===== src/rtl/mem_access_unit.sv =====
// rtl/mem_access_unit.sv - load/store initiator onto a word-addressed single-ported data memory
//
// Ports:
//   clk, rst_n            clock, asynchronous active-low reset
//   req_i, wr_i           start an access (sampled only while ready_o=1); 1=store, 0=load
//   funct3_i              RISC-V size/sign encoding (LB/LH/LW/LBU/LHU, SB/SH/SW)
//   addr_i, wdata_i       byte address and store data, registered at acceptance
//   ready_o               idle and accepting a request
//   done_o, err_o         one-cycle completion pulse; err_o qualifies it
//   rdata_o               extended load result, held until the next load completes
//   mem_we_o, mem_a_o     memory write enable and word-aligned byte address
//   mem_wd_o, mem_rd_i    memory write data; combinational read data for mem_a_o

module mem_access_unit #(
    parameter int MEM_WORDS = 64
) (
    input  logic        clk,
    input  logic        rst_n,
    input  logic        req_i,
    input  logic        wr_i,
    input  logic [2:0]  funct3_i,
    input  logic [31:0] addr_i,
    input  logic [31:0] wdata_i,
    output logic        ready_o,
    output logic        done_o,
    output logic        err_o,
    output logic [31:0] rdata_o,
    output logic        mem_we_o,
    output logic [31:0] mem_a_o,
    output logic [31:0] mem_wd_o,
    input  logic [31:0] mem_rd_i
);

    typedef enum logic [1:0] {
        S_IDLE,
        S_RD,
        S_WR,
        S_DONE
    } state_t;

    localparam logic [29:0] MEM_WORDS_W = 30'(MEM_WORDS);

    state_t      state_q, state_d;
    logic        wr_q;
    logic [2:0]  funct3_q;
    logic [31:0] addr_q;
    logic [31:0] wdata_q;
    logic        err_q;
    logic [31:0] rdata_q;
    logic [31:0] merge_q;

    logic        f3_bad;
    logic        misalign;
    logic        out_of_range;
    logic        acc_err;
    logic        accept;
    logic [7:0]  byte_sel;
    logic [15:0] half_sel;
    logic [31:0] load_ext;
    logic [31:0] merged;

    // Request screening, evaluated on the live inputs at acceptance.
    always_comb begin
        f3_bad       = wr_i ? (funct3_i > 3'd2)
                            : ((funct3_i == 3'd3) || (funct3_i[2:1] == 2'b11));
        misalign     = ((funct3_i[1:0] == 2'b01) && addr_i[0]) ||
                       ((funct3_i[1:0] == 2'b10) && (addr_i[1:0] != 2'b00));
        out_of_range = (addr_i[31:2] >= MEM_WORDS_W);
        acc_err      = f3_bad || misalign || out_of_range;
    end

    assign accept = (state_q == S_IDLE) && req_i;

    // Little-endian lane extraction; funct3_q[2] set means zero-extend.
    always_comb begin
        byte_sel = 8'h00;
        case (addr_q[1:0])
            2'd0:    byte_sel = mem_rd_i[7:0];
            2'd1:    byte_sel = mem_rd_i[15:8];
            2'd2:    byte_sel = mem_rd_i[23:16];
            default: byte_sel = mem_rd_i[31:24];
        endcase
        half_sel = addr_q[1] ? mem_rd_i[31:16] : mem_rd_i[15:0];
        case (funct3_q[1:0])
            2'b00:   load_ext = {{24{~funct3_q[2] & byte_sel[7]}}, byte_sel};
            2'b01:   load_ext = {{16{~funct3_q[2] & half_sel[15]}}, half_sel};
            default: load_ext = mem_rd_i;
        endcase
    end

    // Sub-word store: overlay the new lane onto the word read in RD.
    always_comb begin
        merged = merge_q;
        if (funct3_q[1:0] == 2'b00) begin
            case (addr_q[1:0])
                2'd0:    merged[7:0]   = wdata_q[7:0];
                2'd1:    merged[15:8]  = wdata_q[7:0];
                2'd2:    merged[23:16] = wdata_q[7:0];
                default: merged[31:24] = wdata_q[7:0];
            endcase
        end else begin
            if (addr_q[1]) merged[31:16] = wdata_q[15:0];
            else           merged[15:0]  = wdata_q[15:0];
        end
    end

    always_comb begin
        state_d = state_q;
        case (state_q)
            S_IDLE: begin
                if (req_i) begin
                    if (acc_err)                             state_d = S_DONE;
                    else if (wr_i && (funct3_i[1:0] == 2'b10)) state_d = S_WR;
                    else                                     state_d = S_RD;
                end
            end
            S_RD:    state_d = wr_q ? S_WR : S_DONE;
            S_WR:    state_d = S_DONE;
            default: state_d = S_IDLE;
        endcase
    end

    always_ff @(posedge clk or negedge rst_n) begin
        if (!rst_n) begin
            state_q  <= S_IDLE;
            wr_q     <= 1'b0;
            funct3_q <= 3'd0;
            addr_q   <= 32'd0;
            wdata_q  <= 32'd0;
            err_q    <= 1'b0;
            rdata_q  <= 32'd0;
            merge_q  <= 32'd0;
        end else begin
            state_q <= state_d;
            if (accept) begin
                wr_q     <= wr_i;
                funct3_q <= funct3_i;
                addr_q   <= addr_i;
                wdata_q  <= wdata_i;
                err_q    <= acc_err;
            end
            if (state_q == S_RD) begin
                if (wr_q) merge_q <= mem_rd_i;
                else      rdata_q <= load_ext;
            end
        end
    end

    // Memory-side outputs decode straight from the state so reset removes them at once.
    always_comb begin
        ready_o  = (state_q == S_IDLE);
        done_o   = (state_q == S_DONE);
        err_o    = (state_q == S_DONE) && err_q;
        rdata_o  = rdata_q;
        mem_we_o = (state_q == S_WR);
        mem_a_o  = 32'd0;
        mem_wd_o = 32'd0;
        if ((state_q == S_RD) || (state_q == S_WR)) begin
            mem_a_o = {addr_q[31:2], 2'b00};
        end
        if (state_q == S_WR) begin
            mem_wd_o = (funct3_q[1:0] == 2'b10) ? wdata_q : merged;
        end
    end

endmodule


===== config.mk =====
export PLATFORM = sky130hd
export DESIGN_NAME = mem_access_unit
export DESIGN_NICKNAME = d
export VERILOG_FILES = /design/src/rtl/mem_access_unit.sv
export SDC_FILE = /design/constraint.sdc
export NUM_CORES = 1
export LEC_CHECK = 0
export CAP_MARGIN = 20
export CORE_MARGIN = 2
export CORE_UTILIZATION = 52
export DETAILED_ROUTE_END_ITERATION = 16
export GPL_TIMING_DRIVEN = 0
export PLACE_DENSITY = 0.87
export RECOVER_POWER = 100
export SYNTH_ARGS = -nofsm -noshare
export SYNTH_HDL_FRONTEND = slang
export SYNTH_SLANG_ARGS = --single-unit
export TNS_END_PERCENT = 5

===== constraint.sdc =====
create_clock -name clk -period 5.8 [get_ports clk]
set_input_delay 1.16 -clock clk [delete_from_list [all_inputs] [get_ports clk]]
set_output_delay 1.16 -clock clk [all_outputs]
set_load 0.02 [all_outputs]

==> results by group <==
Outcome
  • Outcome: finished, violations left
  • Violated checks: max-capacitance violations, max-slew violations

Power
  • P_leak: ~0.0041 µW
  • Part of the power in the clock network: between 10% and 20%
  • Sw Ratio: between 40% and 50%
  • Largest vdd supply drop: 0.3565 mV
  • PwrDens: 629.3 nW/µm²
  • Combinational fraction of design power: a little over half
  • Psw: 2555 µW
  • Sequential fraction of design power: between 20 and 30%
  • Internal cell power: 3524 µW

STA
  • Time the worst path needs with I/O delays and setup: about 4.7 ns
  • Worst slew pin tran: around 3.4 ns
  • Final hold violation count: 0
  • Final setup fails: 0
  • Unrepaired setup endpoints after global routing: false
  • Slew Limit Fails: 60
  • Headroom to the max-slew limit: -123.4%
  • Setup clock skew after layout: around 0.0074 ns
  • Total negative slack for setup checks: 0 ns
  • Fmax: around 210 MHz
  • Final critical-path setup slack: 1.148 ns
  • Final cycle utilization of the critical path: 80.20%

Placed design
  • Cell area after placement: slightly above 9000 µm²
  • Number of port buffers: 200
  • Dpl hpwl: between 15000 and 20000 µm
  • Placed cells: between 1000 and 1500
  • GPL Wtd Cong: approximately 0.96
  • Dpl ws: between 2 and 2.5 ns

Synthesis
  • Mux cell area share after synthesis: 19.90%
  • Total of flip-flops plus latches after synthesis: roughly 140
  • Dominant combinational cell family by area after synthesis: multiplexers
  • Summed instance area of the synthesized netlist: ~6900 µm²
  • Sequential cell area fraction in the yosys report: 48.67%
  • Area share of xor/xnor cells in the synthesized design: 0%
  • Adder-cell share of the synthesized area: less than 1%
  • Synthesis Warnings: 0
  • Compound-cell area share of the yosys netlist: 16.13%
  • Simple logic cell fraction of the synthesized area: a little over a tenth
  • Post-synthesis instance total: about 650
  • Yosys cell types: 44
  • Average cell area after synthesis: ~11 µm²

Final layout
  • Final cell count without fillers: about 1100
  • Fraction of layout instances using a drive strength above 1: between 10% and 20%
  • Number of antenna cells inserted: 0
  • Layout net count: roughly 970
  • Utilization of the core after routing: between 70% and 80%
  • Area of all placed cells without fillers: approximately 9700 µm²
  • Relative area change from synthesis to final layout: 39.19%

Die
  • Horizontal extent of the die: around 120 µm
  • Std-Cell Rows: 42
  • Die height: approximately 120 µm
  • I/O Pins: 203
  • Total Die Area: 14290 µm²
  • Initial standard-cell utilization of the core: 52.83%
  • Area inside the core boundary: 13140 µm²

Critical path
  • Critical Path Fanout Max: 10
  • Path length in cells of the critical path: 7
  • Data required time of the worst path: between 4 and 5 ns
  • CP delay by family, top: simple AND/OR/NAND/NOR gates
  • Kind of capture point of the worst setup path: primary output
  • Master of the slowest instance on the critical path: nor3_1
  • Cell-by-cell listing of the critical path: buf_6, nor2b_1, buf_2, nor3_1, mux2i_1, nor2b_1, dlygate4sd3_1
  • Type of the worst setup path: flip-flop to primary output
  • Slowest Stage Delay on Critical Path: 1.10 ns
  • Crit path top cell by count: nor2b_1
  • R2R depth: 6
  • Critical path arrival: 3.49 ns
  • Critical path startpoint category: flip-flop
  • Buffers plus inverters on the worst setup path: 3

CTS
  • Hold-fix buffer count after cts: 0
  • Number of setup buffers added after CTS: 0
  • Clock latency at the later pin of the worst-skew pair: about 0.42 ns
  • Number of gates resized after cts: 0
  • Worst-path clk slew: approximately 0.060 ns
  • TritonCTS clock tree: built
  • Maximum root-to-sink buffer count: 2
  • Root buffer selected by CTS: clkbuf_16
  • Number of buffers created by CTS: 17
  • Clock sinks: 135
  • H-tree lvl count: 4

Route
  • Post-detailed-route via-to-cell ratio: 5.981
  • Number of remaining DRC errors: 0
  • Vias after detailed routing: about 6300
  • Remaining antenna violation count after routing: 0
  • Post-DR wirelength/cell: around 21 µm
  • Detailed router's first-iteration violation count: approximately 520
  • First-pass iteration count of the detailed router: 5
  • Total wire length after detailed routing: between 20000 and 25000 µm

Global routing
  • First-pass GRT wire length: 33930 µm
  • Number of global-route vias before repair: roughly 6500
  • Number of antenna violations at the first check in global routing: 0
  • Maximum number of pins on one net before global-route repair: 77
  • Total global routing overflow: 0
  • Global router's overall resource usage: between 30% and 40%

Hold path
  • Hold WC Path Type: flip-flop to flip-flop
  • Number of cells on the worst hold path: 2

Run
  • Max Cap Viol: 1
==> state kept, by name, summed over array words and instances (netlist names) <==
name      count
addr_q       32
err_q         1
rdata_o      32
merge_q      32
wr_q          1
state_q       2
wdata_q      32
funct3_q      3
==> cells by family (layout without fill, tap and decap cells) <==
| group | Yosys count | count (layout) |
|---|---|---|
| and+or+nand+nor | 140 | 140 |
| AOI/OAI and AO/OA | 182 | 182 |
| DFF | 135 | 135 |
| adders and majority gates | 4 | 4 |
| other | 1 | 2 |
| muxes | 125 | 125 |
| buffers and inverters | 58 | 290 |
==> power groups by stage <==
stage               Clock, µW  Sequential, µW  Combinational [µW]
detailed placement          0            1790                3450
finish                    996            1790                3290
floorplan                   0            1800                2010
global route             1060            1830                3530
global placement            0            1760                3350
CTS                      1000            1790                3480
==> final cells by class <==
cell class,count,area [µm²]
fill,924,3477
sequential,135,3378
multi-input combinational,453,3243
timing repair buffer,201,2023
clock buffer,29,540.5
tap,176,220.2
buffer,49,211.5
inverter,9,33.78
clock inverter,2,10.01
==> cell usage after synthesis, drive strengths merged <==
master | number | area, µm²
a2111oi | 2 | 17.52
a21oi | 52 | 260.3
a221oi | 7 | 61.31
a22oi | 1 | 7.510
a31oi | 4 | 25.02
a32oi | 1 | 8.760
and2 | 32 | 200.2
and3 | 1 | 6.260
and3b | 1 | 8.760
buf | 21 | 116.4
clkbuf | 28 | 105.1
conb | 1 | 3.750
dfrtp | 135 | 3378
ha | 4 | 50.05
inv | 9 | 33.78
mux2 | 94 | 1059
mux2i | 30 | 300.3
mux4 | 1 | 22.52
nand2 | 35 | 131.4
nand2b | 7 | 43.79
nand3 | 2 | 10.01
nand3b | 2 | 15.01
nor2 | 29 | 108.9
nor2b | 18 | 120.1
nor3 | 3 | 42.54
nor3b | 2 | 15.01
nor4 | 7 | 43.79
o211a | 4 | 40.04
o211ai | 16 | 120.1
o21a | 1 | 7.510
o21ai | 76 | 421.7
o21bai | 2 | 15.01
o221ai | 9 | 78.83
o22a | 1 | 8.760
o311ai | 1 | 8.760
o31a | 1 | 8.760
o31ai | 4 | 30.03
or2 | 1 | 6.260
==> worst reg2reg max path, stage by stage, from the launching register on <==
cell and delay, ns:
dfrtp_1 0.34, buf_6 0.13, mux4_2 0.51, nor2b_1 0.17, nor3_1 0.51, clkbuf_1 0.43, o21ai_0 0.20
==> stage by stage <==
stage,hold WS [ns],total power [µW]
2_1_floorplan,0.4424,3810
3_3_place_gp,0.4609,5110
3_5_place_dp,0.4790,5244
4_1_cts,0.4912,6272
5_1_grt,0.5141,6413
6_report,0.4853,6079
==> per-layer routing <==
| layer | wire (µm) | up-vias | part of all wire (%) | track usage, % |
|---|---|---|---|---|
| met4 | 1008 | 0 | 4.6 | 16.03 |
| met2 | 10570 | 394 | 48 | 51.57 |
| li1 | - | 2774 | - | - |
| met3 | 2046 | 83 | 9.3 | 8.127 |
| met5 | 0 | - | 0 | 0 |
| met1 | 8265 | 3053 | 38 | 37.62 |
==> placed cells by master (no fill, tap or decap), types with 3 or more instances in the layout <==
master / netlist / final
a21oi_1: 52 / 52
a221oi_1: 7 / 7
a31oi_1: 4 / 4
and2_1: 32 / 32
buf_1: 10 / 3
buf_2: 6 / 4
clkbuf_1: 28 / 44
clkbuf_16: 0 / 17
clkbuf_8: 0 / 7
clkdlybuf4s50_1: 0 / 101
dfrtp_1: 135 / 135
dlygate4sd3_1: 0 / 98
ha_1: 4 / 4
inv_1: 9 / 9
mux2_2: 94 / 94
mux2i_1: 30 / 30
nand2_1: 35 / 35
nand2b_1: 7 / 7
nor2_1: 29 / 29
nor2b_1: 17 / 18
nor4_1: 7 / 7
o211a_1: 4 / 4
o211ai_1: 16 / 16
o21ai_0: 65 / 75
o221ai_1: 9 / 9
o31ai_1: 4 / 4
==> final timing paths <==
path | startpoint | endpoint | slack, ns
setup / recovery | funct3_q[0] | mem_wd_o[6] | 1.15
hold / removal | rdata_o[1] | rdata_o[1] | 0.49
setup reg to reg | addr_q[1] | rdata_o[27] | 3.37
hold reg to reg | rdata_o[1] | rdata_o[1] | 0.49
max in group asynchronous | rst_n | rdata_o[20] | 2.04
min in group asynchronous | rst_n | wdata_q[0] | 1.87
Note: power is estimated with default switching activity, not from simulation.
